<file path="src/rtl/img_sram_pkg.sv">
// Shared types for the image SRAM port and the transmit controller.
//   img_sram_ctrl_t : SRAM control bundle (sense_en, write_en, row, col, din)
//   tx_state_t      : transmit controller FSM states
package img_sram_pkg;

    localparam int unsigned IMG_DIM_W = 8;
    localparam int unsigned IMG_PIX_W = 8;

    typedef struct packed {
        logic                 sense_en;
        logic                 write_en;
        logic [IMG_DIM_W-1:0] row;
        logic [IMG_DIM_W-1:0] col;
        logic [IMG_PIX_W-1:0] din;
    } img_sram_ctrl_t;

    typedef enum logic [1:0] {
        IDLE  = 2'd0,
        READ  = 2'd1,
        DRAIN = 2'd2,
        DONE  = 2'd3
    } tx_state_t;

endpackage

</file>
<file path="src/rtl/tx_skid_fifo.sv">
// Small output FIFO that absorbs the SRAM read latency ahead of the tx port.
//   clk_i, rst_i    : clock, synchronous active-high reset (flushes contents)
//   push_i          : write push_data_i into the tail
//   push_data_i     : entry payload
//   pop_i           : drop the head entry
//   head_o          : current head entry
//   count_o         : number of stored entries (0..DEPTH)
module tx_skid_fifo #(
    parameter int unsigned DEPTH = 2,
    parameter int unsigned WIDTH = 9
) (
    input  logic                             clk_i,
    input  logic                             rst_i,
    input  logic                             push_i,
    input  logic [WIDTH-1:0]                 push_data_i,
    input  logic                             pop_i,
    output logic [WIDTH-1:0]                 head_o,
    output logic [$clog2(DEPTH+1)-1:0]       count_o
);

    localparam int unsigned PTR_W = (DEPTH > 1) ? $clog2(DEPTH) : 1;
    localparam int unsigned CNT_W = $clog2(DEPTH+1);

    logic [WIDTH-1:0] mem_q [DEPTH];
    logic [PTR_W-1:0] wr_ptr_q, rd_ptr_q;
    logic [CNT_W-1:0] count_q;

    function automatic logic [PTR_W-1:0] ptr_inc(input logic [PTR_W-1:0] p);
        return (p == PTR_W'(DEPTH-1)) ? '0 : p + PTR_W'(1);
    endfunction

    // Storage, pointers and occupancy; push and pop may coincide at full.
    always_ff @(posedge clk_i) begin
        if (rst_i) begin
            wr_ptr_q <= '0;
            rd_ptr_q <= '0;
            count_q  <= '0;
            for (int i = 0; i < int'(DEPTH); i++) begin
                mem_q[i] <= '0;
            end
        end else begin
            if (push_i) begin
                mem_q[wr_ptr_q] <= push_data_i;
                wr_ptr_q        <= ptr_inc(wr_ptr_q);
            end
            if (pop_i) begin
                rd_ptr_q <= ptr_inc(rd_ptr_q);
            end
            case ({push_i, pop_i})
                2'b10:   count_q <= count_q + CNT_W'(1);
                2'b01:   count_q <= count_q - CNT_W'(1);
                default: count_q <= count_q;
            endcase
        end
    end

    assign head_o  = mem_q[rd_ptr_q];
    assign count_o = count_q;

endmodule

</file>
<file path="src/rtl/io_tx_controller.sv">
// Streams a stored frame out of the image SRAM in raster order over a
// valid/ready byte port, using a 2-entry buffer to hide SRAM read latency.
//   clk, rst       : clock, synchronous active-high reset
//   start          : begin a frame (sampled in IDLE only)
//   nrows, ncols   : last row / last column index of the frame
//   sram_dout      : SRAM read data, one cycle after the issued address
//   sram_ctrl      : SRAM control bundle (read-only use)
//   busy, done     : frame in progress / one-cycle completion pulse
//   tx_data, tx_valid, tx_ready, tx_last : byte stream handshake
module io_tx_controller
    import img_sram_pkg::*;
#(
    parameter int unsigned FIFO_DEPTH = 2
) (
    input  logic                 clk,
    input  logic                 rst,
    input  logic                 start,
    input  logic [IMG_DIM_W-1:0] nrows,
    input  logic [IMG_DIM_W-1:0] ncols,
    input  logic [IMG_PIX_W-1:0] sram_dout,
    output img_sram_ctrl_t       sram_ctrl,
    output logic                 busy,
    output logic                 done,
    output logic [IMG_PIX_W-1:0] tx_data,
    output logic                 tx_valid,
    input  logic                 tx_ready,
    output logic                 tx_last
);

    localparam int unsigned CNT_W = $clog2(FIFO_DEPTH+1);

    tx_state_t            state_q, state_d;
    logic [IMG_DIM_W-1:0] nrows_q, nrows_d, ncols_q, ncols_d;
    logic [IMG_DIM_W-1:0] row_q, row_d, col_q, col_d;           // next address to issue
    logic [IMG_DIM_W-1:0] lrow_q, lrow_d, lcol_q, lcol_d;       // last address issued
    logic                 inflight_q, inflight_d;
    logic                 inflight_last_q, inflight_last_d;

    logic [IMG_PIX_W:0]   fifo_head;
    logic [CNT_W-1:0]     fifo_count;
    logic [CNT_W-1:0]     credit;
    logic                 tx_hs;
    logic                 issue;
    logic                 at_last_addr;

    tx_skid_fifo #(
        .DEPTH (FIFO_DEPTH),
        .WIDTH (IMG_PIX_W + 1)
    ) u_fifo (
        .clk_i       (clk),
        .rst_i       (rst),
        .push_i      (inflight_q),
        .push_data_i ({inflight_last_q, sram_dout}),
        .pop_i       (tx_hs),
        .head_o      (fifo_head),
        .count_o     (fifo_count)
    );

    assign tx_valid = (fifo_count != '0);
    assign tx_hs    = tx_valid && tx_ready;
    assign tx_data  = tx_valid ? fifo_head[IMG_PIX_W-1:0] : '0;
    assign tx_last  = tx_valid && fifo_head[IMG_PIX_W];
    assign busy     = (state_q == READ) || (state_q == DRAIN);
    assign done     = (state_q == DONE);

    // A pop in the same cycle frees a slot, so a full credit can still issue.
    assign credit       = fifo_count + CNT_W'(inflight_q);
    assign at_last_addr = (row_q == nrows_q) && (col_q == ncols_q);
    assign issue        = (state_q == READ) &&
                          ((credit < CNT_W'(FIFO_DEPTH)) ||
                           ((credit == CNT_W'(FIFO_DEPTH)) && tx_hs));

    // Address bus shows the issued address, otherwise holds the last one.
    always_comb begin
        sram_ctrl          = '0;
        sram_ctrl.sense_en = issue;
        sram_ctrl.write_en = 1'b0;
        sram_ctrl.din      = '0;
        sram_ctrl.row      = issue ? row_q : lrow_q;
        sram_ctrl.col      = issue ? col_q : lcol_q;
    end

    // Next-state, frame size latch and raster address counters.
    always_comb begin
        state_d         = state_q;
        nrows_d         = nrows_q;
        ncols_d         = ncols_q;
        row_d           = row_q;
        col_d           = col_q;
        lrow_d          = lrow_q;
        lcol_d          = lcol_q;
        inflight_d      = issue;
        inflight_last_d = issue && at_last_addr;

        case (state_q)
            IDLE: begin
                row_d  = '0;
                col_d  = '0;
                lrow_d = '0;
                lcol_d = '0;
                if (start) begin
                    nrows_d = nrows;
                    ncols_d = ncols;
                    state_d = READ;
                end
            end
            READ: begin
                if (issue) begin
                    lrow_d = row_q;
                    lcol_d = col_q;
                    if (col_q == ncols_q) begin
                        col_d = '0;
                        row_d = row_q + IMG_DIM_W'(1);
                    end else begin
                        col_d = col_q + IMG_DIM_W'(1);
                    end
                    if (at_last_addr) begin
                        state_d = DRAIN;
                    end
                end
            end
            DRAIN: begin
                if (tx_hs && tx_last) begin
                    state_d = DONE;
                end
            end
            DONE: begin
                row_d   = '0;
                col_d   = '0;
                lrow_d  = '0;
                lcol_d  = '0;
                state_d = IDLE;
            end
            default: state_d = IDLE;
        endcase
    end

    // State and datapath registers.
    always_ff @(posedge clk) begin
        if (rst) begin
            state_q         <= IDLE;
            nrows_q         <= '0;
            ncols_q         <= '0;
            row_q           <= '0;
            col_q           <= '0;
            lrow_q          <= '0;
            lcol_q          <= '0;
            inflight_q      <= 1'b0;
            inflight_last_q <= 1'b0;
        end else begin
            state_q         <= state_d;
            nrows_q         <= nrows_d;
            ncols_q         <= ncols_d;
            row_q           <= row_d;
            col_q           <= col_d;
            lrow_q          <= lrow_d;
            lcol_q          <= lcol_d;
            inflight_q      <= inflight_d;
            inflight_last_q <= inflight_last_d;
        end
    end

endmodule
</file>
<file path="config.mk">
export PLATFORM = sky130hd
export DESIGN_NAME = io_tx_controller
export DESIGN_NICKNAME = d
export VERILOG_FILES = /design/src/rtl/img_sram_pkg.sv /design/src/rtl/tx_skid_fifo.sv /design/src/rtl/io_tx_controller.sv
export SDC_FILE = /design/constraint.sdc
export NUM_CORES = 1
export LEC_CHECK = 0
export ABC_AREA = 1
export CAP_MARGIN = 10
export CORE_MARGIN = 3
export CORE_UTILIZATION = 30
export CTS_CLUSTER_SIZE = 40
export DETAILED_ROUTE_END_ITERATION = 6
export GPL_TIMING_DRIVEN = 0
export PLACE_DENSITY_LB_ADDON = 0.15
export SYNTH_ARGS = -nofsm -noshare
export SYNTH_HDL_FRONTEND = slang
export SYNTH_HIERARCHICAL = 1
export SYNTH_SLANG_ARGS = --single-unit
</file>
<file path="constraint.sdc">
create_clock -name clk -period 2.2 [get_ports clk]
set_input_delay 0.44 -clock clk [delete_from_list [all_inputs] [get_ports clk]]
set_output_delay 0.44 -clock clk [all_outputs]
set_load 0.03 [all_outputs]
</file>
==> results of run 1 <==
## placed cells by master, fill, tap and decap left out, types with 10 or more instances in the layout
| cell | n |
|---|---|
| nand2_1 | 148 |
| inv_1 | 68 |
| dfxtp_1 | 54 |
| nor2_1 | 52 |
| a21oi_1 | 50 |
| clkdlybuf4s50_1 | 28 |
| o21ai_0 | 23 |
| nand3_1 | 21 |
| buf_6 | 20 |
| edfxtp_1 | 18 |
| buf_4 | 16 |
| clkbuf_16 | 11 |
| nor2_2 | 10 |
## layer usage
layer,share of wire [%],GRT usage [%],vias up
met2,46,23.9,75
met4,1.8,6.30,0
met5,0,0,-
met1,47,18.0,1621
li1,-,-,1880
met3,5.0,2.40,14
## repair_timing
item	4_1_cts	5_1_grt
setup buffers	2	3
gates resized for setup	146	14
setup endpoints to repair	27	37
pin swaps	1	2
## registers in the layout, summed over array words and instances, names as in the netlist, named ones only
name	count
col_q	8
inflight_last_q	1
inflight_q	1
lcol_q	8
lrow_q	8
ncols_q	8
nrows_q	8
row_q	8
state_q	2
u_fifo/count_o	2
u_fifo/mem_q	18
u_fifo/rd_ptr_q	1
u_fifo/wr_ptr_q	1
## final timing paths
path / depth (start not counted) / end
worst min-delay path: 2 / lcol_q[0]
worst max-delay path: 7 / sram_ctrl[15]
worst min register to register: 2 / lcol_q[0]
worst max register to register: 8 / lrow_q[4]
## logic make-up (layout without fill, tap and decap cells)
| logic type | after synthesis | after routing | share of synthesized area (%) |
|---|---|---|---|
| flip-flops | 75 | 75 | 41.5 |
| other | 1 | 9 | 0.0924 |
| XOR/XNOR | 5 | 5 | 1.08 |
| AO/OA/AOI/OAI | 90 | 90 | 12.6 |
| multiplexers | 9 | 9 | 2.50 |
| buffers and inverters | 106 | 183 | 11.8 |
| AND/OR/NAND/NOR | 257 | 257 | 27.6 |
| adder cells (fa/ha/maj) | 9 | 9 | 2.78 |
## through the flow
| stage | worst slack, ns | power, W | utilization [%] |
|---|---|---|---|
| finish | 0.0150 | 0.00592 | 41.6 |
| global route | -0.0527 | 0.00635 | 41.6 |
| CTS | -0.0287 | 0.00588 | 40.9 |
| detailed placement | -0.641 | 0.00426 | 37.6 |
| global placement | -0.646 | 0.00422 | 37.6 |
| floorplan | 0.339 | 0.00355 | - |
## critical path: stages (launching register included)
cell     delay, ns
dfxtp_4       0.36
ha_4          0.17
xor2_4        0.18
nand2_4       0.10
nand2_8       0.08
buf_6         0.15
o21ai_4       0.19
buf_6         0.16
## power by group
part	internal (W)	leakage, nW	switching (W)	total (W)
clock	0.000933	0.155	0.000601	0.00153
combinational	0.000919	1.46	0.00172	0.00264
sequential	0.00162	0.653	0.000129	0.00175
total	0.00347	2.26	0.00245	0.00592
## cell type report
class	instances	area, um2
Clock buffer	12	289
Buffer	28	199
Multi-Input combinational cell	379	2050
Clock inverter	4	27.5
Fill cell	1365	7550
Tap cell	172	215
Sequential cell	75	1690
Timing Repair Buffer	61	608
Inverter	78	297
==> out/metrics.yaml, run 1 <==
final_layout:
  final_cells: 809
  syn2layout_area_growth_pct: 32.5
  fin_area_um2: 5380
  n_antenna_cell: 0
  drive_gt1_share_pct: 19.6
  nNetsFinal: 669
route:
  routed_via_density: 4.44
  wl_um: 10000
  route.vias.total: 3590
  wire_per_inst_um: 12.4
  ant_nets: 0
  first_iter_violations: 181
  drc: 0
  dr.pass1.iters: 4
sta:
  finalSetupViolations: 0
  fin_crit_sh_pct: 99.3
  rsz0062_at_grt: "yes"
  worst_pin_slew_ns: 0.615
  period_needed_ns: 2.18
  fin_tns_setup_ns: 0
  hold_viol: 0
  max_slew_margin_pct: 59.0
  slew_viol_final: 0
  clock_skew_ns: 0.00699
  hold_ws_ns: 0.462
  fmax_ghz: 0.458
floorplan:
  fp.dieArea_um2: 15000
  die_h_um: 122
  ios: 66
  die_width_um: 122
  core_um2: 12900
  start_util_pct: 31.4
  std_cell_rows: 41
synthesis:
  async_flop_share_pct: 0
  ys_types: 33
  synthTopCellsByArea: "dfxtp_1 28%, nand2_1 14%, edfxtp_1 13%, inv_1 6.4%, a21oi_1 6.2%"
  synthFlopType: "dfxtp_1"
  ys_warn_count: 6
  synth_area_um2: 4060
  synthCells: 552
  synth-seq-cells: 75
  synthTopCellsByCount: "150 x nand2_1, 69 x inv_1, 57 x dfxtp_1"
  syn_avg_cell_area_um2: 7.35
  yosys.area.top_type: "dfxtp_1"
  yosysSeqAreaShare_pct: 41.5
  synth_top_area_share_pct: 28.1
  synth_most_common_cell: "nand2_1"
  synth_edf_count: 18
worst_setup_path:
  regToRegStartpoint: "state_q[1]"
  cp.arrival_ns: 1.74
  worstSetupStartpointType: "flip-flop"
  startpoint: "u_fifo/count_o[0]"
  cp-end-kind: "output port"
  cp_max_fo: 5
  worstSetupPathType: "reg -> out"
  cp.required_ns: 1.76
  r2r_setup_slack_ns: 0.27
global_route:
  gr-total-overflow: 0
  track_usage_pct: 14.2
  antenna_found_initial: 0
  grt_max_degree: 14
  grt_pass1_wl_um: 16700
  first_global_vias: 3413
power:
  ir_drop_mv: 0.464
  leakagePower_nw: 2.26
  power_density_nw_per_um2: 1100
hold_path:
  holdCritStartpoint: "lcol_q[0]"
  worst_hold_path_type: "reg -> reg"
run_status:
  status: "finished, final reports clean"
cts:
  cts_tree: "yes"
  clk_latency_ns: 0.35
  clockBufferDepth: 2
  clock_sinks: 75
  clock-root-buffer: "clkbuf_16"
  htreeDepth: 3
  holdBufCountCts: 0
  cts_buffers: 9
  clk_pin_slew_ns: 0.06
placed_design:
  place_congestion: 0.764
  io_buffer_count: 56
  placedCellCount: 788
  dp.final_hpwl_um: 7560
  placed_area_um2: 4860
run:
  maxCapViolCount: 0
Note: power is estimated with default switching activity, not from simulation.
==> run 2, diff against run 1 <==
- HOLD_SLACK_MARGIN: not set -> 0.06
==> results of run 2 <==
The final DEF is identical to that of run 1; final timing and power are the same.
==> run 3, diff against run 2 <==
- CORE_ASPECT_RATIO: not set -> 0.75
==> out/metrics.yaml, run 3 (same netlist as run 1, synthesis figures left out) <==
route:
  ant_nets: 0  # unchanged
  drc: 0  # unchanged
  dr.pass1.iters: 4  # unchanged
  first_iter_violations: 198  # +9.4%
  wl_um: 11100  # +10%
  wire_per_inst_um: 13.5  # +9.1%
  routed_via_density: 4.47  # +0.76%
  route.vias.total: 3662  # +2.0%
floorplan:
  fp.dieArea_um2: 15000  # about the same
  die_width_um: 140  # +15%
  ios: 66  # unchanged
  std_cell_rows: 36  # -12%
  core_um2: 13100  # +1.4%
  start_util_pct: 30.9  # -0.43 points
  die_h_um: 107  # -13%
final_layout:
  final_cells: 819  # +1.2%
  nNetsFinal: 680  # +1.6%
  n_antenna_cell: 0  # unchanged
  n_fill_cell: 1346  # -1.4%
  largest_reg_flops: 18  # unchanged
  syn2layout_area_growth_pct: 36.9
  top_register: "u_fifo/mem_q"
  postLayoutCoreUtil_pct: 42.4  # +0.77 points
  final_common_cell: "nand2_1"
  drive_gt1_share_pct: 21.9  # +2.3 points
  final_cell_mix: "139 x nand2_1, 68 x inv_1, 55 x dfxtp_1"
cts:
  htreeDepth: 3  # unchanged
  clk_latency_ns: 0.33  # -0.02 ns
  clk_pin_slew_ns: 0.06  # about the same
  cts_buffers: 9  # unchanged
  clock-root-buffer: "clkbuf_16"
  clock_sinks: 75  # unchanged
  clockBufferDepth: 2  # unchanged
  holdBufCountCts: 0  # unchanged
  cts_tree: "yes"
hold_path:
  worst_hold_path_type: "reg -> reg"
  holdCritStartpoint: "lcol_q[4]"
run_status:
  status: "complete, but fails checks"
  violations: "negative setup slack"
global_route:
  grt_max_degree: 13  # -1
  gr-total-overflow: 0  # unchanged
  grt_pass1_wl_um: 18000  # +8.0%
  first_global_vias: 3603  # +5.6%
  antenna_found_initial: 0  # unchanged
  track_usage_pct: 15.2  # +1.0 points
sta:
  period_needed_ns: 2.28  # +0.0929 ns
  finalSetupViolations: 17  # +17
  worst_pin_slew_ns: 0.700  # +0.0849 ns
  clock_skew_ns: 0.00687  # -0.000120 ns
  max_slew_margin_pct: 53.3  # -5.7 points
  rsz0062_at_grt: "yes"
  fin_ws_ns: -0.0779  # -0.0929 ns
  hold_viol: 0  # unchanged
  fin_crit_sh_pct: 104  # +4.2 points
  fin_tns_setup_ns: -0.755  # -0.755 ns
  fmax_ghz: 0.439  # -4.1%
  slew_viol_final: 0  # unchanged
power:
  p_seq_share_pct: 28.2  # -1.3 points
  p_total_w: 0.00616  # +4.1%
  p_clk_share_pct: 21.9  # -4.0 points
  swShare_pct: 42.1  # +0.74 points
  power_density_nw_per_um2: 1110  # +0.82%
  p_int_w: 0.00357  # +2.8%
  power_frac_comb_pct: 49.9  # +5.3 points
  p_sw_w: 0.00260  # +6.0%
  ir_drop_mv: 0.510  # +9.9%
  leakagePower_nw: 2.36  # +4.2%
worst_setup_path:
  cp-end-kind: "output port"
  worstSetupStartpointType: "flip-flop"
  regToRegStartpoint: "state_q[1]"
  cp.required_ns: 1.76  # about the same
  cp_max_fo: 7  # +2
  cp.arrival_ns: 1.84  # +0.10 ns
  worstSetupPathType: "reg -> out"
  startpoint: "inflight_q"
placed_design:
  dp.final_hpwl_um: 7830  # +3.6%
  place_congestion: 0.843  # +10%
  io_buffer_count: 56  # unchanged
  placedCellCount: 787  # -0.13%
run:
  maxCapViolCount: 0  # unchanged
==> run 3: changes by cell type in the layout (fill, tap and decap cells not counted), sizes merged <==
cell,before,now
buf,42,53
clkbuf,20,21
clkdlybuf4s15,2,1
clkinv,2,4
clkinvlp,2,0
dlygate4sd2,9,10
inv,78,77
==> run 3: final timing paths <==
check	slack, ns	cells after the start	to
worst max-delay path	-0.08	10	sram_ctrl[19]
worst min-delay path	0.47	2	lcol_q[4]
worst max register to register	0.24	8	lrow_q[4]
worst min register to register	0.47	2	lcol_q[4]
==> run 3: stage by stage <==
step / worst slack [ns] / hold WS, ns / cell area, um2
after global routing: -0.145 / 0.483 / 5550
after floorplan: 0.339 / 0.436 / 4090
after detailed placement: -0.621 / 0.451 / 4860
after global placement: -0.632 / 0.445 / 4860
final: -0.0779 / 0.468 / 5550
after CTS: -0.121 / 0.459 / 5470
==> run 3: layout make-up <==
| type | instances | area (um2) | share of cell area (%) |
|---|---|---|---|
| Buffer | 28 | 203 | 3.65 |
| Clock buffer | 13 | 250 | 4.51 |
| Clock inverter | 3 | 15.0 | 0.270 |
| Inverter | 78 | 294 | 5.30 |
| Multi-Input combinational cell | 379 | 2120 | 38.3 |
| Sequential cell | 75 | 1690 | 30.4 |
| Tap cell | 171 | 214 | 3.85 |
| Timing Repair Buffer | 72 | 766 | 13.8 |
==> run 3: what timing repair did <==
action | in CTS | in global routing
cloned | 3 | 0
setup buffers | 8 | 7
resized for setup | 169 | 17
pin swaps | 3 | 5
setup endpoints to repair | 27 | 28
==> run 3: per-layer routing <==
metal	vias to the layer above	global-route usage (%)	share of wire [%]
met5	-	0	0
met2	53	23.0	43
li1	1899	-	-
met1	1701	22.0	53
met3	9	3.17	2.9
met4	0	4.56	1.0
==> run 3: critical path, stage by stage, from the launching register on <==
cell	delay, ns
dfxtp_2	0.34
ha_4	0.24
inv_2	0.05
nand3_2	0.08
nand2_4	0.11
nand2_8	0.09
buf_4	0.15
buf_8	0.12
nand2_1	0.10
o21ai_4	0.08
buf_6	0.14
==> run 3: power by group through the flow <==
| stage | Sequential [W] | Clock, W | Combinational (W) |
|---|---|---|---|
| detailed placement | 0.00176 | 0 | 0.00256 |
| CTS | 0.00173 | 0.00139 | 0.00299 |
| global placement | 0.00175 | 0 | 0.00253 |
| finish | 0.00174 | 0.00135 | 0.00308 |
| floorplan | 0.00173 | 0 | 0.00182 |
| global route | 0.00176 | 0.00144 | 0.00338 |
